File: config.mk
export PLATFORM = sky130hd
export DESIGN_NAME = zapper_input
export DESIGN_NICKNAME = d
export VERILOG_FILES = /design/src/rtl/zapper_input.sv
export SDC_FILE = /design/constraint.sdc
export NUM_CORES = 1
export LEC_CHECK = 0
export ABC_CLOCK_PERIOD_IN_PS = 5150
export CORE_MARGIN = 2
export CORE_UTILIZATION = 54
export DETAILED_ROUTE_END_ITERATION = 8
export GPL_TIMING_DRIVEN = 0
export HOLD_SLACK_MARGIN = 0.05
export PLACE_DENSITY_LB_ADDON = 0.2
export SYNTH_ARGS = -nofsm -noshare
export SYNTH_HDL_FRONTEND = slang
export SYNTH_SLANG_ARGS = --single-unit
File: constraint.sdc
create_clock -name clk -period 5.15 [get_ports clk]
set_clock_uncertainty 0.1 [all_clocks]
set_input_delay 1.2875 -clock clk [delete_from_list [all_inputs] [get_ports clk]]
set_output_delay 1.2875 -clock clk [all_outputs]
set_load 0.005 [all_outputs]
File: src/rtl/zapper_input.sv
// zapper_input: Zapper trigger/photodiode conditioning and frame-locked shot sequencer (one hit or miss per pull).
// Define ZAPPER_DARK_CHECK_EN to add a dark reference frame that vetoes shots aimed at lamps or sky.
module zapper_input #(
  parameter int DEBOUNCE_CYCLES = 250000,
  parameter int HIT_THRESH      = 64,
  parameter int COOL_FRAMES     = 8,
  parameter int CNT_W           = 20
) (
  input  logic clk,
  input  logic rst,
  input  logic trigger_in,
  input  logic light_in,
  input  logic frame_start,
  output logic flash_on,
  output logic dark_on,
  output logic hit,
  output logic miss,
  output logic busy,
  output logic trig_db
);

  localparam int FRM_W = (COOL_FRAMES < 2) ? 1 : $clog2(COOL_FRAMES + 1);
  localparam logic [CNT_W-1:0] DB_LAST   = CNT_W'(DEBOUNCE_CYCLES - 1);
  localparam logic [CNT_W-1:0] THRESH    = CNT_W'(HIT_THRESH);
  localparam logic [CNT_W-1:0] CNT_MAX   = {CNT_W{1'b1}};
  localparam logic [FRM_W-1:0] COOL_LOAD = FRM_W'(COOL_FRAMES);
  localparam logic [FRM_W-1:0] COOL_LAST = FRM_W'(1);

  typedef enum logic [2:0] {
    S_IDLE       = 3'd0,
    S_WAIT_FRAME = 3'd1,
    S_DARK       = 3'd2,
    S_FLASH      = 3'd3,
    S_DECIDE     = 3'd4,
    S_COOLDOWN   = 3'd5
  } state_t;

  logic             trig_meta_q, trig_sync_q, light_meta_q, light_sync_q;
  state_t           state_q, state_d;
  logic [CNT_W-1:0] db_cnt_q, db_cnt_d, light_cnt_q, light_cnt_d, light_inc_s;
  logic [FRM_W-1:0] cool_q, cool_d;
  logic             trig_db_q, trig_db_d, trig_db_dly_q, armed_q, armed_d;
  logic             flash_on_q, flash_on_d, dark_on_q, dark_on_d;
  logic             hit_q, hit_d, miss_q, miss_d, busy_q, busy_d;
  logic             trig_pulled_s, light_act_s, press_s, accept_s, light_seen_s, dark_seen_s;
`ifdef ZAPPER_DARK_CHECK_EN
  logic             dark_seen_q, dark_seen_d;
  assign dark_seen_s = dark_seen_q;
`else
  assign dark_seen_s = 1'b0;
`endif

  // Synchronizers keep sampling through reset so a trigger held across reset is already visible on release.
  always_ff @(posedge clk) begin
    trig_meta_q  <= trigger_in;
    trig_sync_q  <= trig_meta_q;
    light_meta_q <= light_in;
    light_sync_q <= light_meta_q;
  end

  assign trig_pulled_s = ~trig_sync_q;
  assign light_act_s   = ~light_sync_q;
  assign press_s       = trig_db_q & ~trig_db_dly_q;
  assign accept_s      = press_s & armed_q & (state_q == S_IDLE);
  assign light_inc_s   = (light_cnt_q == CNT_MAX) ? light_cnt_q : light_cnt_q + CNT_W'(1);
  assign light_seen_s  = (light_cnt_q >= THRESH);

  // Debounce and arming: re-arm only once the trigger is fully released at both the pin and the debounced level.
  always_comb begin
    db_cnt_d  = '0;
    trig_db_d = trig_db_q;
    armed_d   = armed_q;
    if (trig_pulled_s != trig_db_q) begin
      if (db_cnt_q == DB_LAST) begin
        trig_db_d = ~trig_db_q;
        db_cnt_d  = '0;
      end else begin
        db_cnt_d  = db_cnt_q + CNT_W'(1);
      end
    end else begin
      db_cnt_d = '0;
    end
    if (accept_s) begin
      armed_d = 1'b0;
    end else if (!trig_db_q && !trig_pulled_s) begin
      armed_d = 1'b1;
    end else begin
      armed_d = armed_q;
    end
  end

  // Shot sequencer next state; verdict and output decodes are computed from state_d so they register in step.
  always_comb begin
    state_d     = state_q;
    light_cnt_d = light_cnt_q;
    cool_d      = cool_q;
    hit_d       = 1'b0;
    miss_d      = 1'b0;
`ifdef ZAPPER_DARK_CHECK_EN
    dark_seen_d = dark_seen_q;
`endif
    case (state_q)
      S_IDLE: begin
        if (accept_s) state_d = S_WAIT_FRAME;
        else          state_d = S_IDLE;
      end
      S_WAIT_FRAME: begin
        if (frame_start) begin
          light_cnt_d = '0;
`ifdef ZAPPER_DARK_CHECK_EN
          dark_seen_d = 1'b0;
          state_d     = S_DARK;
`else
          state_d     = S_FLASH;
`endif
        end else begin
          state_d = S_WAIT_FRAME;
        end
      end
`ifdef ZAPPER_DARK_CHECK_EN
      S_DARK: begin
        if (frame_start) begin
          dark_seen_d = light_seen_s;
          light_cnt_d = '0;
          state_d     = S_FLASH;
        end else if (light_act_s) begin
          light_cnt_d = light_inc_s;
        end else begin
          light_cnt_d = light_cnt_q;
        end
      end
`endif
      S_FLASH: begin
        if (frame_start) begin
          state_d = S_DECIDE;
          if (light_seen_s && !dark_seen_s) hit_d = 1'b1;
          else                              miss_d = 1'b1;
        end else if (light_act_s) begin
          light_cnt_d = light_inc_s;
        end else begin
          light_cnt_d = light_cnt_q;
        end
      end
      S_DECIDE: begin
        cool_d = COOL_LOAD;
        if (COOL_FRAMES == 0) state_d = S_IDLE;
        else                  state_d = S_COOLDOWN;
      end
      S_COOLDOWN: begin
        if (frame_start) begin
          if (cool_q <= COOL_LAST) state_d = S_IDLE;
          else                     cool_d  = cool_q - COOL_LAST;
        end else begin
          cool_d = cool_q;
        end
      end
      default: state_d = S_IDLE;
    endcase
    flash_on_d = (state_d == S_FLASH);
    busy_d     = (state_d != S_IDLE);
`ifdef ZAPPER_DARK_CHECK_EN
    dark_on_d  = (state_d == S_DARK);
`else
    dark_on_d  = 1'b0;
`endif
  end

  // State, counters and registered outputs.
  always_ff @(posedge clk) begin
    if (rst) begin
      state_q       <= S_IDLE;
      db_cnt_q      <= '0;
      light_cnt_q   <= '0;
      cool_q        <= '0;
      trig_db_q     <= 1'b0;
      trig_db_dly_q <= 1'b0;
      armed_q       <= 1'b0;
      flash_on_q    <= 1'b0;
      dark_on_q     <= 1'b0;
      hit_q         <= 1'b0;
      miss_q        <= 1'b0;
      busy_q        <= 1'b0;
`ifdef ZAPPER_DARK_CHECK_EN
      dark_seen_q   <= 1'b0;
`endif
    end else begin
      state_q       <= state_d;
      db_cnt_q      <= db_cnt_d;
      light_cnt_q   <= light_cnt_d;
      cool_q        <= cool_d;
      trig_db_q     <= trig_db_d;
      trig_db_dly_q <= trig_db_q;
      armed_q       <= armed_d;
      flash_on_q    <= flash_on_d;
      dark_on_q     <= dark_on_d;
      hit_q         <= hit_d;
      miss_q        <= miss_d;
      busy_q        <= busy_d;
`ifdef ZAPPER_DARK_CHECK_EN
      dark_seen_q   <= dark_seen_d;
`endif
    end
  end

  assign flash_on = flash_on_q;
  assign dark_on  = dark_on_q;
  assign hit      = hit_q;
  assign miss     = miss_q;
  assign busy     = busy_q;
  assign trig_db  = trig_db_q;

endmodule

==> results of run 1 <==
-- kinds of logic (layout without fill, tap and decap cells) --
group,after synthesis,after routing,share of synthesized area (%)
xor+xnor,26,26,8.28
fa+ha+maj,6,6,2.73
flops,58,58,42.2
buf+inv,25,49,4.46
compound gates,47,47,10.6
other cells,1,1,0.136
mux,5,5,1.86
simple gates,144,144,29.8
-- path summary, 6_finish.rpt --
| kind | endpoint | slack [ns] | cells past startpoint |
|---|---|---|---|
| worst max-delay path | light_cnt_q[18] | 2.00 | 7 |
| worst min-delay path | light_sync_q | 0.23 | 0 |
| worst max register to register | light_cnt_q[1] | 3.00 | 8 |
| worst min register to register | light_sync_q | 0.23 | 0 |
-- where the power goes --
part | total, mW | internal, mW | switching (mW)
logic | 0.0189 | 0.00756 | 0.0113
registers | 0.453 | 0.452 | 0.00177
clock network | 0.504 | 0.331 | 0.173
-- layer usage --
metal	GRT usage, %	share of wire [%]
met1	26.6	48
met3	6.48	3.6
met2	33.0	46
met5	0	0
met4	10.3	2.2
-- cells in the mapped netlist (2+ instances only) --
library cell | number | area [um2]
a21oi_1 | 18 | 90.1
and2_1 | 2 | 12.5
and2b_1 | 2 | 15.0
and3_1 | 8 | 50.1
and4_1 | 6 | 52.6
buf_2 | 2 | 10.0
buf_4 | 3 | 22.5
buf_6 | 2 | 22.5
clkbuf_1 | 10 | 37.5
dfxtp_1 | 58 | 1160
ha_1 | 6 | 75.1
inv_1 | 8 | 30.0
mux2i_1 | 4 | 40.0
nand2_1 | 12 | 45.0
nand2b_1 | 5 | 31.3
nand3_1 | 17 | 85.1
nand4_1 | 9 | 56.3
nor2_1 | 40 | 150
nor3_1 | 5 | 25.0
nor3b_1 | 2 | 15.0
nor4_1 | 5 | 31.3
nor4b_1 | 2 | 17.5
o211ai_1 | 3 | 22.5
o21ai_0 | 13 | 65.1
o31ai_1 | 2 | 15.0
or2_2 | 4 | 25.0
or3_1 | 11 | 68.8
or4_1 | 3 | 22.5
xnor2_1 | 7 | 61.3
xor2_1 | 19 | 166
-- flip-flops by register name, summed over array words and instances (netlist names) --
name,flops
hit,1
flash_on,1
light_meta_q,1
trig_meta_q,1
light_cnt_q,20
trig_db_dly_q,1
armed_q,1
light_sync_q,1
db_cnt_q,20
trig_db,1
miss,1
state_q,3
busy,1
cool_q,4
trig_sync_q,1
-- stage by stage --
stage | utilization, % | instances | instance area [um2] | hold slack, ns
after CTS | 65.7 | 403 | 3170 | 0.229
after global placement | 60.7 | 388 | 2930 | 0.212
final | 65.7 | 403 | 3170 | 0.225
after global routing | 65.7 | 403 | 3170 | 0.234
after detailed placement | 60.7 | 388 | 2930 | 0.215
after floorplan | - | 312 | 2750 | 0.210
-- worst reg2reg max path: cells and delay by family, from the launching register on --
family	cells	cell delay, ns
simple gates	4	0.82
buf+inv	3	0.56
flops	1	0.43
mux	1	0.20
-- final cells by class --
cell class                 count  area, um2  share of cell area (%)
inverter                       8       30.0                   0.949
clock inverter                 5        103                    3.24
multi-input combinational    229       1470                    46.4
buffer                        17       92.6                    2.92
sequential                    58       1160                    36.7
timing repair buffer           9       90.1                    2.85
clock buffer                  10        138                    4.35
tap                           67       83.8                    2.65
==> reports/results.txt, run 1 <==
status = complete, no violations
critical-path cell list = clkdlybuf4s50_1 -> buf_4 -> or3b_4 -> a21oi_2 -> nand4_2 -> or4_1 -> a21oi_1
ant diodes = 0
Slew HR = 63.0%
Initial Util = 57.1%
largest net degree at the start of global routing = 11
post-CTS setup repair buffer count = 0
global route total overflow = 0
Max IR drop VDD = 0.317 mV
fmax = 318 MHz
# clock sinks = 58
DP HPWL = 3.63 mm
core area = 0.00482 mm2
FILL cells = 413
via count = 2253
Yosys Warn Count = 0
Pwr Density = 308 mW/mm2
GPL Wtd Cong = 0.816
CP startpoint kind = input port
CP Max Fanout = 10
Avg WL per Cell = 13.0 um
1st-iter DRT viols = 105
Final min period = 3.15 ns
Routed Antenna Nets = 0
Port Buffers = 9
share of post-route cells with drive strength above 1 = 11.0%
sequential fraction of the synthesis area = 42.2%
Hold Crit Class = reg2reg
TritonCTS clock tree = built
Leakage = 1.17 nW
die width = 75.4 um
io pins = 11
Synth cell types = 54
Die Height = 75.4 um
most frequent cells in the layout = dfxtp_1, nor2_1, xor2_1
final setup fails = 0
number of synthesized flops with an enable pin = 0
first-pass GRT wire length = 8.99 mm
Avg Cell Area, Syn = 8.82 um2
FF+latch count, synth = 58
hold_buf cts = 0
delay-heaviest family, CP = simple AND/OR/NAND/NOR gates
total track usage = 21.1%
Worst setup EP type = flop
critical path startpoint = frame_start
r2r startpoint = light_cnt_q[10]
RSZ-0062 raised after global routing = false
CTS resizes = 0
first drt pass iteration count = 4
root buf cell = clkbuf_8
total CTS buffers = 9
Final Net Count = 343
antenna violations before repair = 0
ys async rst share = 0%
vias in the first global route = 2033
Post-Synthesis Net Count = 323
Post-Synthesis Cell Area = 0.00275 mm2
Slew @ Worst Pin = 0.552 ns
final wirelength = 5.23 mm
Worst Setup Path Type = in2reg
Skew-Pair Late Insertion Delay = 0.34 ns
clock-pin slew on the worst setup and hold paths = 0.06 ns
H-tree depth = 3
min-delay src = light_meta_q
Total Power = 0.976 mW
# DRC = 0
Critical Path AT = 3.32 ns
final hold vios = 0
setup TNS = 0 ns
Synth Flop Type = dfxtp_1
cell count after synthesis = 312
Vias/cell = 5.59
Layout area overhead = 15.1%
commonest non-fill, non-tap cell in the layout = dfxtp_1
WP buf/inv = 2
Worst path max stage delay = 0.47 ns
Tcrit/Tclk final = 61.1%
max cap viols = 0
pre-CTS WS = 1.66 ns
site row count = 25
max-slew violation count = 0
final worst slack = 2.00 ns
CTS Buffer Depth = 2
slowest CP cell = clkdlybuf4s50_1
CP Data Required Time = 5.32 ns
die area = 0.00568 mm2
No activity file was read; power rests on OpenSTA's default activity.
==> run 2, diff against run 1 <==
--- a/config.mk
+++ b/config.mk
@@ -5,7 +5,7 @@
 export SDC_FILE = /design/constraint.sdc
 export NUM_CORES = 1
 export LEC_CHECK = 0
-export ABC_CLOCK_PERIOD_IN_PS = 5150
+export ABC_CLOCK_PERIOD_IN_PS = 3150
 export CORE_MARGIN = 2
 export CORE_UTILIZATION = 54
 export DETAILED_ROUTE_END_ITERATION = 8
==> constraint.sdc (replaced) <==
create_clock -name clk -period 3.15 [get_ports clk]
set_clock_uncertainty 0.1 [all_clocks]
set_input_delay 0.7875 -clock clk [delete_from_list [all_inputs] [get_ports clk]]
set_output_delay 0.7875 -clock clk [all_outputs]
set_load 0.005 [all_outputs]
==> results of run 2 <==
Same layout as run 1 (identical final DEF). Status: complete, no violations.
Among the figures that moved: setup slack after placement 1.66 ns -> 0.157 ns; setup slack after layout 2.00 ns -> 0.502 ns; register-to-register setup slack 3.00 ns -> 1.00 ns; total power 0.976 mW -> 1.60 mW; worst IR drop on VDD 0.317 mV -> 0.519 mV
==> run 3, diff against run 2 <==
--- a/config.mk
+++ b/config.mk
@@ -5,7 +5,7 @@
 export SDC_FILE = /design/constraint.sdc
 export NUM_CORES = 1
 export LEC_CHECK = 0
-export ABC_CLOCK_PERIOD_IN_PS = 3150
+export ABC_CLOCK_PERIOD_IN_PS = 2350
 export CORE_MARGIN = 2
 export CORE_UTILIZATION = 54
 export DETAILED_ROUTE_END_ITERATION = 8
==> constraint.sdc (replaced) <==
create_clock -name clk -period 2.35 [get_ports clk]
set_clock_uncertainty 0.1 [all_clocks]
set_input_delay 0.5875 -clock clk [delete_from_list [all_inputs] [get_ports clk]]
set_output_delay 0.5875 -clock clk [all_outputs]
set_load 0.005 [all_outputs]
==> run 3 against run 2 <==
Compared with the run above:
- global-route usage is 0.17 points higher
- worst hold slack hardly changed
- sequential share of layout area down 0.20 points
==> reports/results.txt, run 3 (same netlist as run 1, synthesis figures left out) <==
final hold vios = 0 (unchanged)
Max IR drop VDD = 0.695 mV
via count = 2277 (+1.1%)
Leakage = 1.18 nW (+1.0%)
# clock sinks = 58 (unchanged)
first-pass GRT wire length = 9.07 mm (+0.85%)
Skew-Pair Late Insertion Delay = 0.34 ns (about the same)
TritonCTS clock tree = built
final core utilization = 66.1% (+0.36 points)
io pins = 11 (unchanged)
r2r startpoint = light_cnt_q[10]
DP HPWL = 3.63 mm (unchanged)
Routed Antenna Nets = 0 (unchanged)
combinational share of power = 1.9% (about the same)
status = complete, no violations
Die Height = 75.4 um (unchanged)
Final min period = 2.21 ns
Clock Power Share = 51.7% (about the same)
switching power = 0.411 mW
Initial Util = 57.1% (unchanged)
Reg power frac = 46.4% (about the same)
Internal Power = 1.73 mW
final worst slack = 0.139 ns
Avg WL per Cell = 13.0 um (+0.36%)
Slew @ Worst Pin = 0.558 ns (+0.00611 ns)
Port Buffers = 9 (unchanged)
max cap viols = 0 (unchanged)
# DRC = 0 (unchanged)
die area = 0.00568 mm2 (unchanged)
biggest regs = db_cnt_q: 20 flops, light_cnt_q: 20 flops, cool_q: 4 flops
Tcrit/Tclk final = 94.1%
Worst setup EP type = flop
CTS Buffer Depth = 2 (unchanged)
share of post-route cells with drive strength above 1 = 11.5% (+0.53 points)
site row count = 25 (unchanged)
final wirelength = 5.28 mm (+0.86%)
multi-input logic area = 0.00147 mm2 (unchanged)
Worst path max stage delay = 0.40 ns (-0.07 ns)
WP buf/inv = 2 (unchanged)
largest net degree at the start of global routing = 11 (unchanged)
Hold Crit Class = reg2reg
Slew HR = 62.6% (-0.41 points)
commonest non-fill, non-tap cell in the layout = dfxtp_1
CP Data Required Time = 2.51 ns
max-slew violation count = 0 (unchanged)
CP Max Fanout = 10 (unchanged)
ant diodes = 0 (unchanged)
FILL cells = 409 (-0.97%)
core area = 0.00482 mm2 (unchanged)
CP startpoint kind = input port
1st-iter DRT viols = 120 (+14%)
RSZ-0062 raised after global routing = false
Worst Setup Path Type = in2reg
pre-CTS WS = -0.443 ns
Vias/cell = 5.62 (+0.57%)
Total Power = 2.14 mW
Sequential cell area = 0.00116 mm2 (unchanged)
final setup fails = 0 (unchanged)
critical path startpoint = frame_start
die width = 75.4 um (unchanged)
slowest CP cell = or3b_4
delay-heaviest family, CP = simple AND/OR/NAND/NOR gates
Critical Path AT = 2.37 ns
Layout area overhead = 15.7%
total CTS buffers = 9 (unchanged)
sw frac = 19.2%
antenna violations before repair = 0 (unchanged)
first drt pass iteration count = 4 (unchanged)
fmax = 452 MHz
min-delay src = light_meta_q
clock-pin slew on the worst setup and hold paths = 0.06 ns (about the same)
most frequent cells in the layout = dfxtp_1, nor2_1, xor2_1
root buf cell = clkbuf_8
global route total overflow = 0 (unchanged)
critical-path cell list = dlygate4sd2_1 -> buf_6 -> or3b_4 -> a21boi_2 -> nand4_1 -> or3_1 -> a21oi_1
total track usage = 21.3% (+0.17 points)
GPL Wtd Cong = 0.816 (unchanged)
Pwr Density = 673 mW/mm2
H-tree depth = 3 (unchanged)
vias in the first global route = 2038 (+0.25%)
Final Net Count = 345 (+0.58%)
run 3: path summary, 6_finish.rpt:
| kind | endpoint | slack (ns) | depth (start not counted) |
|---|---|---|---|
| setup / recovery | light_cnt_q[15] | 0.14 | 7 |
| hold / removal | light_sync_q | 0.23 | 0 |
| setup reg to reg | light_cnt_q[1] | 0.21 | 8 |
| hold reg to reg | light_sync_q | 0.23 | 0 |
run 3: timing repair:
| item | 4_1_cts | 5_1_grt |
|---|---|---|
| setup endpoints to repair | 9 | 2 |
| pin swaps | 2 | 1 |
| hold buffers | 0 | 0 |
| gates resized for setup | 2 | 0 |
| buffers inserted | 1 | 1 |
run 3: worst reg2reg max path: cells and delay by family (launching register included):
| family | cells | cell delay (ns) |
|---|---|---|
| buffers and inverters | 3 | 0.55 |
| AND/OR/NAND/NOR | 4 | 0.81 |
| flip-flops | 1 | 0.43 |
| multiplexers | 1 | 0.20 |
run 3: power by group through the flow:
| stage | Combinational (mW) | Sequential, mW | Clock (mW) |
|---|---|---|---|
| after floorplan | 0.0254 | 1.01 | 0 |
| after global placement | 0.0415 | 1.02 | 0 |
| after detailed placement | 0.0416 | 1.02 | 0 |
| after CTS | 0.0421 | 0.993 | 1.13 |
| after global routing | 0.0468 | 0.993 | 1.16 |
| final | 0.0416 | 0.994 | 1.11 |
run 3: area by class of cell:
type | instances | share of cell area [%]
Buffer | 17 | 3.03
Inverter | 8 | 0.943
Clock inverter | 5 | 3.22
Sequential cell | 58 | 36.5
Clock buffer | 10 | 4.32
Tap cell | 67 | 2.63
Timing Repair Buffer | 11 | 3.26
Multi-Input combinational cell | 229 | 46.1
run 3: stage by stage:
stage | setup TNS (ns) | cells | instance area (um2) | hold slack (ns)
final | 0 | 405 | 3180 | 0.225
after global routing | 0 | 405 | 3180 | 0.234
after CTS | 0 | 404 | 3180 | 0.229
after detailed placement | -6.85 | 388 | 2930 | 0.215
after global placement | -6.72 | 388 | 2930 | 0.212
after floorplan | 0 | 312 | 2750 | 0.210
run 3: routing by layer:
layer | GRT usage, % | share of wire (%) | vias up | wire length (um)
met5 | 0 | 0 | - | 0
met4 | 10.3 | 2.0 | 0 | 105
met3 | 6.48 | 4.3 | 14 | 227
met2 | 33.3 | 46 | 36 | 2420
met1 | 26.8 | 48 | 1080 | 2520
li1 | - | - | 1147 | -
